`src/rtl/ifetch_pkg.sv`:
```
// Shared types and field positions for the instruction fetch unit.
package ifetch_pkg;

    typedef enum logic [1:0] {
        IDLE,
        REQ,
        DROP,
        ERR
    } fetch_state_t;

    localparam logic [5:0] BEQ_OPCODE_DEF = 6'b000100;

    localparam int OPC_MSB = 31;
    localparam int OPC_LSB = 26;
    localparam int IMM_MSB = 15;
    localparam int IMM_LSB = 0;

    // Buffer entry: {instruction word, PC it was fetched from}
    localparam int ENTRY_W = 64;

endpackage

```
`src/rtl/ifetch_fifo.sv`:
```
// Circular instruction buffer holding {word, pc} entries; head reads as zero when empty.
module ifetch_fifo
    import ifetch_pkg::*;
#(
    parameter int DEPTH = 2,
    parameter int WIDTH = ENTRY_W
) (
    input  logic             clk,
    input  logic             reset,
    input  logic             push,
    input  logic             pop,
    input  logic             clear,
    input  logic [WIDTH-1:0] wdata,
    output logic [WIDTH-1:0] rdata,
    output logic             full,
    output logic             empty
);

    localparam int PTR_W = (DEPTH > 1) ? $clog2(DEPTH) : 1;
    localparam int CNT_W = $clog2(DEPTH + 1);

    logic [WIDTH-1:0] mem [DEPTH];
    logic [PTR_W-1:0] wr_ptr;
    logic [PTR_W-1:0] rd_ptr;
    logic [CNT_W-1:0] count;
    logic             do_push;
    logic             do_pop;

    // Explicit wrap so DEPTH need not be a power of two
    function automatic logic [PTR_W-1:0] next_ptr(input logic [PTR_W-1:0] p);
        return (p == PTR_W'(DEPTH - 1)) ? '0 : p + 1'b1;
    endfunction

    assign do_pop  = pop && !empty;
    assign do_push = push && (!full || do_pop);

    // NOTE: non-blocking assignments in clocked blocks so every register samples pre-edge values.
    always_ff @(posedge clk) begin
        if (reset || clear) begin
            wr_ptr <= '0;
            rd_ptr <= '0;
            count  <= '0;
        end else begin
            if (do_push) wr_ptr <= next_ptr(wr_ptr);
            if (do_pop)  rd_ptr <= next_ptr(rd_ptr);
            case ({do_push, do_pop})
                2'b10:   count <= count + 1'b1;
                2'b01:   count <= count - 1'b1;
                default: count <= count;
            endcase
        end
    end

    // NOTE: storage is deliberately not reset; the empty flag masks stale contents.
    always_ff @(posedge clk) begin
        if (do_push) mem[wr_ptr] <= wdata;
    end

    assign full  = (count == CNT_W'(DEPTH));
    assign empty = (count == '0);
    assign rdata = empty ? '0 : mem[rd_ptr];

endmodule

```
`src/rtl/instr_fetch.sv`:
```
// Instruction fetch: one outstanding memory read, buffered results, flush and PC handshake.
// Optional request timeout with sticky error is enabled by defining IFETCH_TIMEOUT_EN.
module instr_fetch
    import ifetch_pkg::*;
#(
    parameter int         DEPTH      = 2,
    parameter int         TIMEOUT    = 16,
    parameter logic [5:0] BEQ_OPCODE = BEQ_OPCODE_DEF
) (
    input  logic        clk,
    input  logic        reset,
    input  logic [31:0] pc_in,
    output logic        pc_advance,
    output logic        imem_req,
    output logic [31:0] imem_addr,
    input  logic        imem_ack,
    input  logic [31:0] imem_rdata,
    output logic [31:0] instr_out,
    output logic [31:0] instr_pc,
    output logic        instr_valid,
    input  logic        instr_ready,
    output logic [15:0] imm_out,
    output logic        branch_out,
    input  logic        flush,
    output logic        fetch_err
);

    fetch_state_t         state_q;
    fetch_state_t         state_d;
    logic [31:0]          addr_q;
    logic                 push;
    logic                 full;
    logic                 empty;
    logic [ENTRY_W-1:0]   head;
    logic                 timeout_hit;

`ifdef IFETCH_TIMEOUT_EN
    localparam int TMR_W = $clog2(TIMEOUT + 1);
    logic [TMR_W-1:0] timer_q;

    // Counts every cycle spent waiting in REQ or DROP for the current request
    always_ff @(posedge clk) begin
        if (reset || state_q == IDLE)
            timer_q <= '0;
        else if (state_q == REQ || state_q == DROP)
            timer_q <= timer_q + 1'b1;
    end

    assign timeout_hit = (timer_q == TMR_W'(TIMEOUT - 1));
    assign fetch_err   = (state_q == ERR);
`else
    assign timeout_hit = 1'b0;
    assign fetch_err   = 1'b0;
`endif

    always_ff @(posedge clk) begin
        if (reset) begin
            state_q <= IDLE;
            addr_q  <= '0;
        end else begin
            state_q <= state_d;
            if (state_q == IDLE && state_d == REQ) addr_q <= pc_in;
        end
    end

    // NOTE: every output of this block gets a default first so no latch is inferred.
    always_comb begin
        state_d  = state_q;
        imem_req = 1'b0;
        push     = 1'b0;
        case (state_q)
            IDLE: begin
                if (!full && !flush) state_d = REQ;
            end
            REQ: begin
                imem_req = 1'b1;
                if (imem_ack) begin
                    push    = !flush;
                    state_d = IDLE;
                end else if (timeout_hit) begin
                    state_d = ERR;
                end else if (flush) begin
                    state_d = DROP;
                end
            end
            DROP: begin
                imem_req = 1'b1;
                if (imem_ack)         state_d = IDLE;
                else if (timeout_hit) state_d = ERR;
            end
            ERR:     state_d = ERR;
            default: state_d = IDLE;
        endcase
    end

    // A request abandoned by reset must not advance the PC
    assign pc_advance = push && !reset;
    assign imem_addr  = addr_q;

    ifetch_fifo #(
        .DEPTH (DEPTH),
        .WIDTH (ENTRY_W)
    ) u_fifo (
        .clk   (clk),
        .reset (reset),
        .push  (pc_advance),
        .pop   (instr_valid && instr_ready),
        .clear (flush),
        .wdata ({imem_rdata, addr_q}),
        .rdata (head),
        .full  (full),
        .empty (empty)
    );

    assign instr_valid           = !empty;
    assign {instr_out, instr_pc} = head;
    assign imm_out               = instr_out[IMM_MSB:IMM_LSB];
    assign branch_out            = instr_valid && (instr_out[OPC_MSB:OPC_LSB] == BEQ_OPCODE);

endmodule
```
`config.mk`:
```
export PLATFORM = sky130hd
export DESIGN_NAME = instr_fetch
export DESIGN_NICKNAME = d
export VERILOG_FILES = /design/src/rtl/ifetch_pkg.sv /design/src/rtl/ifetch_fifo.sv /design/src/rtl/instr_fetch.sv
export SDC_FILE = /design/constraint.sdc
export NUM_CORES = 1
export LEC_CHECK = 0
export BUFFER_PORTS_ARGS = -buffer_cell sky130_fd_sc_hd__buf_2
export CAP_MARGIN = 20
export CORE_MARGIN = 8
export CORE_UTILIZATION = 45
export CTS_BUF_LIST = sky130_fd_sc_hd__clkbuf_4
export DETAILED_ROUTE_END_ITERATION = 7
export MAX_ROUTING_LAYER = met4
export PLACE_DENSITY = 0.8
export SLEW_MARGIN = 20
export SYNTH_ARGS = -nofsm -noshare
export SYNTH_HDL_FRONTEND = slang
export SYNTH_SLANG_ARGS = --single-unit
```
`constraint.sdc`:
```
create_clock -name clk -period 4.2 [get_ports clk]
set_clock_uncertainty 0.1 [all_clocks]
set_input_delay 0.21 -clock clk [delete_from_list [all_inputs] [get_ports clk]]
set_output_delay 0.21 -clock clk [all_outputs]
set_load 0.1 [all_outputs]
```
==> results.cfg, run 1 <==
[outcome]
status = complete, no violations

[power]
p_per_area_nw_per_um2 = 523
combPwrFrac = 0.346
power.share.sequential = 0.462
sw_frac_of_total = 0.415
p_int_uw = 2670
clockPowerShare = 0.192
p_leak_uw = 0.00347
peakVddDrop_v = 0.000546
p_switching_uw = 1900

[synth]
ys_async_sr_fraction = 0
yosysMostFrequentCell = edfxtp_1
synth_ff_type = edfxtp_1
syn_nets = 556
ys.warnings.count = 0
synth_top_area_cell = edfxtp_1
syn-cell-area_um2 = 6860
synth_cell_type_count = 29
ys_seq_elements = 167
synth_edf_count = 128
yosys.area.top_type_share = 0.561
synth_common_cells = 128 x edfxtp_1, 96 x mux2i_1, 72 x nor2_1, 64 x nand2b_1, 39 x dfxtp_1
seq_area_frac_synth = 0.675
syn_area_per_cell_um2 = 14.3
synthTopCellsByArea = edfxtp_1 56%, mux2i_1 14%, dfxtp_1 11%
postSynthCellCount = 481

[finish]
multi_input_area_um2 = 1940
fillCellCount = 1184
seqCellArea_um2 = 4630
final_layout_size_suffix_gt1_frac = 0.317
utilization = 0.582
nNetsFinal = 787
syn2layout_area_growth_pct = 27.5
final_cells = 915

[cts]
clock_path_buffers = 2
tritoncts = built
clock-sinks = 167
clk_latency_ns = 0.55
cts-resized-gates = 0
htreeDepth = 4
post-cts-setup-buffer-count = 0
numCtsBuffers = 17
clk_pin_slew_ns = 0.13
cts_root_buffer = clkbuf_4

[drt]
drt_wl_total_um = 15400
wl_per_cell_um = 16.8
drcViolationCount = 0
vias = 4453
firstDrtPassIters = 5
drt-vias-per-instance = 4.87
drt_iter0_drc = 222
ant_nets = 0

[timing]
final-max-slew-violation-count = 0
hold_viol_final = 0
fmax_mhz = 338
max_slew.worst_pin.slew_ns = 1.07
maxSlewHeadroom = 0.287
finalCritPeriodShare = 0.705
setup_viol = 0
finalSetupTns_ns = 0
fin_hold_ws_ns = 0.114
rsz0062_at_grt = false
fin_crit_ns = 2.96

[place]
hpwl_um = 10200
port_buffers = 184
placedCellCount = 814
gp_congestion = 0.759

[die]
io_pins = 186
die_h_um = 139
start_util = 0.456
dieArea_um2 = 19400
core-area_um2 = 15000
rows = 45
die_x_um = 139

[worst_setup_path]
worst-endpoint-required_ns = 3.89
end_kind = output pin
cp-start-kind = register
arrival_ns = 2.65
worstPathMaxFanout = 47
critical_path_class = register to output pin

[global_route]
grt_overflow = 0
grt_pass1_vias = 4875
grt_usage = 0.165
antenna_found_initial = 1
grt_max_degree = 73
grt_pass1_wl_um = 24500

[min_path]
worstHoldPathType = primary input to register

[job]
drv_cap = 0
## what timing repair did
| item | in CTS | in global routing |
|---|---|---|
| hold endpoints to repair | 103 | 0 |
| hold buffers | 66 | 0 |
| setup endpoints to repair | 0 | 0 |
## worst max-delay path, cell delays in order (launching register included)
cell and delay, ns:
dfxtp_4 0.89, buf_4 0.43, mux2i_1 0.13, nor2_1 0.15
buf_2 0.46
## cell families after synthesis
| family | count (synthesis) | share of synthesized area |
|---|---|---|
| flops | 167 | 0.675 |
| mux | 96 | 0.140 |
| buf+inv | 48 | 0.0475 |
| compound gates | 9 | 0.00967 |
| simple gates | 149 | 0.110 |
| fa+ha+maj | 6 | 0.0110 |
| other cells | 1 | 0.000547 |
| xor+xnor | 5 | 0.00639 |
## worst paths after layout
path / from / end / slack, ns / cells past startpoint
max reg2reg: state_q[1]$_SDFF_PP0_ / u_fifo.mem[1][6]$_DFFE_PP_ / 1.85 / 5
min: instr_ready / u_fifo.rd_ptr$_SDFFE_PP0P_ / 0.11 / 4
min reg2reg: imem_addr[3]$_SDFFE_PP0P_ / u_fifo.mem[1][3]$_DFFE_PP_ / 0.40 / 0
max: register / imm_out[9] / 1.24 / 4
## cells in the final DEF, fill, tap and decap left out, types with 3 or more instances in the layout
cell type      synthesis  final
buf_2                  5    184
buf_4                 20      5
clkbuf_4               0     18
clkinv_1               0      3
clkinv_2               0      3
clkinv_4               0      3
clkinvlp_4             0      3
dfxtp_1               39     38
dlygate4sd3_1          0     66
edfxtp_1             128    128
ha_1                   6      6
inv_1                  4      4
mux2i_1               96     95
nand2b_1              64     64
nor2_1                72     67
nor2_4                 0      4
nor3_1                 7      7
xnor2_1                4      4
## final cells by class
cell class,instances,area share
flip-flops and latches,167,0.529
multi-input cells,266,0.222
repair buffers,256,0.188
well taps,188,0.0269
clock buffers,18,0.0155
clock inverters,14,0.0155
inverters,4,0.00172
diodes,2,0.000572
## power groups by stage
stage	clock [µW]	combinational [µW]	sequential [µW]
after global placement	0	1510	2140
after detailed placement	0	1540	2150
after floorplan	0	667	2830
final	879	1580	2110
after global routing	970	1640	2140
after CTS	908	1590	2110
## registers in the layout (all words and copies together), names as in the netlist, named ones only
register and flops:
u_fifo.count 2, state_q 2, imem_addr 32, u_fifo.mem 128
u_fifo.rd_ptr 1, u_fifo.wr_ptr 1
## per-stage QoR
| step | cell area [µm²] | setup WS (ns) | power (µW) |
|---|---|---|---|
| 6_report | 8740 | 1.24 | 4570 |
| 5_1_grt | 8740 | 1.02 | 4750 |
| 4_1_cts | 8710 | 1.03 | 4610 |
| 3_5_place_dp | 7780 | 1.64 | 3690 |
| 3_3_place_gp | 7780 | 1.74 | 3640 |
| 2_1_floorplan | 6880 | -0.238 | 3500 |
## layer usage
layer / vias to the layer above / wire [µm] / GRT usage / part of all wire
met5: - / 0 / - / 0
li1: 2142 / - / - / -
met1: 2096 / 6070 / 0.174 / 0.39
met3: 31 / 1050 / 0.0503 / 0.068
met4: 0 / 376 / 0.0780 / 0.024
met2: 184 / 7910 / 0.281 / 0.51
(Power assumes the default switching activity.)
==> inputs of run 2 (changes only) <==
clock period = 2.5 ns   (was 4.2 ns; I/O delays follow)
==> run 2 against run 1 <==
Global-route usage up 0.13 points. Register-to-register slack worse by 1.4 ns. Combinational power up 72%. Hold slack better by 0.015 ns. Cell count is 0.55% higher. Cell area up 2.5%. First-iteration DRC count fell by 33%. Total power rose by 72%. Critical endpoint is now instr_out[0].
==> results.cfg, run 2 (synthesized netlist as in run 1, its figures left out) <==
[timing]
finalSetupTns_ns = 0
fin_crit_ns = 2.37
max_slew.worst_pin.slew_ns = 0.532
rsz0062_at_grt = true
setup_viol = 0
hold_viol_final = 0
fmax_mhz = 421
worst_slack_ns = 0.125
final-max-slew-violation-count = 0
maxSlewHeadroom = 0.648
finalCritPeriodShare = 0.950

[global_route]
grt_pass1_vias = 4883
grt_overflow = 0
grt_usage = 0.167
grt_max_degree = 72
antenna_found_initial = 0
grt_pass1_wl_um = 24800

[drt]
drt_iter0_drc = 149
firstDrtPassIters = 4
ant_nets = 0
vias = 4459
wl_per_cell_um = 16.5
drcViolationCount = 0
drt_wl_total_um = 15200
drt-vias-per-instance = 4.85

[finish]
final_layout_size_suffix_gt1_frac = 0.344
final_common_cell = buf_2
largest_reg_flops = 128
syn2layout_area_growth_pct = 30.7
antenna_cells = 0
top_register = u_fifo.mem
layout_common_cells = 167 x buf_2, 128 x edfxtp_1, 95 x mux2i_1, 69 x dlygate4sd3_1, 64 x nand2b_1
nNetsFinal = 794

[worst_setup_path]
rr_startpoint = state_q[1]$_SDFF_PP0_
end_kind = output pin
worstPathMaxFanout = 29
critical_path_class = register to output pin
cp-start-kind = register
max_stage_delay_ns = 0.49
crit_family = buffers and inverters
arrival_ns = 2.15
worst-endpoint-required_ns = 2.28
path_cells = buf_6, mux2i_1, nor2_2, buf_2
critPathSlowestCell = dfxtp_4
crit_buf_inv = 2

[min_path]
worstHoldStart = reset
worstHoldPathType = primary input to register

[die]
dieArea_um2 = 19400
rows = 45
start_util = 0.456
die_x_um = 139
io_pins = 186
core-area_um2 = 15000
die_h_um = 139

[power]
p_per_area_nw_per_um2 = 880
p_switching_uw = 3220
p_int_uw = 4660
finalPower_uw = 7880
peakVddDrop_v = 0.000828
power.share.sequential = 0.449
sw_frac_of_total = 0.409
combPwrFrac = 0.345
clockPowerShare = 0.206
p_leak_uw = 0.00351

[cts]
numCtsBuffers = 17
clk_pin_slew_ns = 0.12
cts_root_buffer = clkbuf_4
tritoncts = built
clk_latency_ns = 0.56
clock-sinks = 167
clock_path_buffers = 2
htreeDepth = 4

[place]
dp_slack_ns = 0.552
hpwl_um = 10200
gp_congestion = 0.747
port_buffers = 184

[job]
drv_cap = 0

[outcome]
status = complete, no violations
==> run 2: changes by cell type in the layout (fill, tap and decap cells not counted), moves of 2 or more <==
cell and change:
nor2_1 -16, diode_2 -2, clkinv_4 +2, dlygate4sd3_1 +3, clkinvlp_4 -2, buf_2 -17, nor2_2 +16, clkbuf_4 +17
buf_6 +3, buf_12 +4, clkinv_2 -2
==> run 2: final timing paths <==
path	end	slack [ns]	depth (start not counted)
hold reg to reg	u_fifo.mem[0][6]$_DFFE_PP_	0.40	0
setup reg to reg	u_fifo.wr_ptr$_SDFFE_PP0P_	0.42	6
hold / removal	u_fifo.rd_ptr$_SDFFE_PP0P_	0.13	3
setup / recovery	instr_out[0]	0.13	4
==> run 2: per-layer routing <==
metal / up-vias / global-route usage / share of wire
li1: 2157 / - / -
met1: 2125 / 0.173 / 0.40
met2: 154 / 0.289 / 0.51
met3: 23 / 0.0571 / 0.069
met4: 0 / 0.0624 / 0.019
met5: - / - / 0
==> run 2: power groups by stage <==
stage | Combinational [µW] | Clock, µW | Sequential, µW
CTS | 2740 | 1680 | 3540
global placement | 2600 | 0 | 3580
global route | 2830 | 1790 | 3570
detailed placement | 2650 | 0 | 3600
floorplan | 1130 | 0 | 4750
finish | 2720 | 1620 | 3540
==> run 2: area by class of cell <==
cell class	count	area (µm²)
Clock buffer	20	150
Clock inverter	12	154
Fill cell	1173	6070
Inverter	4	15.0
Multi-Input combinational cell	266	1990
Sequential cell	167	4630
Tap cell	188	235
Timing Repair Buffer	263	1790
==> run 2: repair_timing <==
action,CTS,global route
setup buffers,0,0
resized for setup,3,17
hold endpoints to repair,103,0
pin swaps,0,0
endpoints found under the setup margin,49,50
hold buffers,69,0
==> run 2: tightest hold or removal path, stage by stage <==
cell	delay [ns]
buf_2	0.11
buf_4	0.28
nor3_1	0.22
==> run 2: through the flow <==
stage	hold slack (ns)	instance area (µm²)	util	instances
final	0.129	8960	0.596	920
after global routing	0.128	8960	0.596	920
after CTS	0.0962	8910	0.593	920
after detailed placement	0.219	7910	0.526	819
after global placement	0.215	7910	0.526	819
after floorplan	0.124	6930	-	481
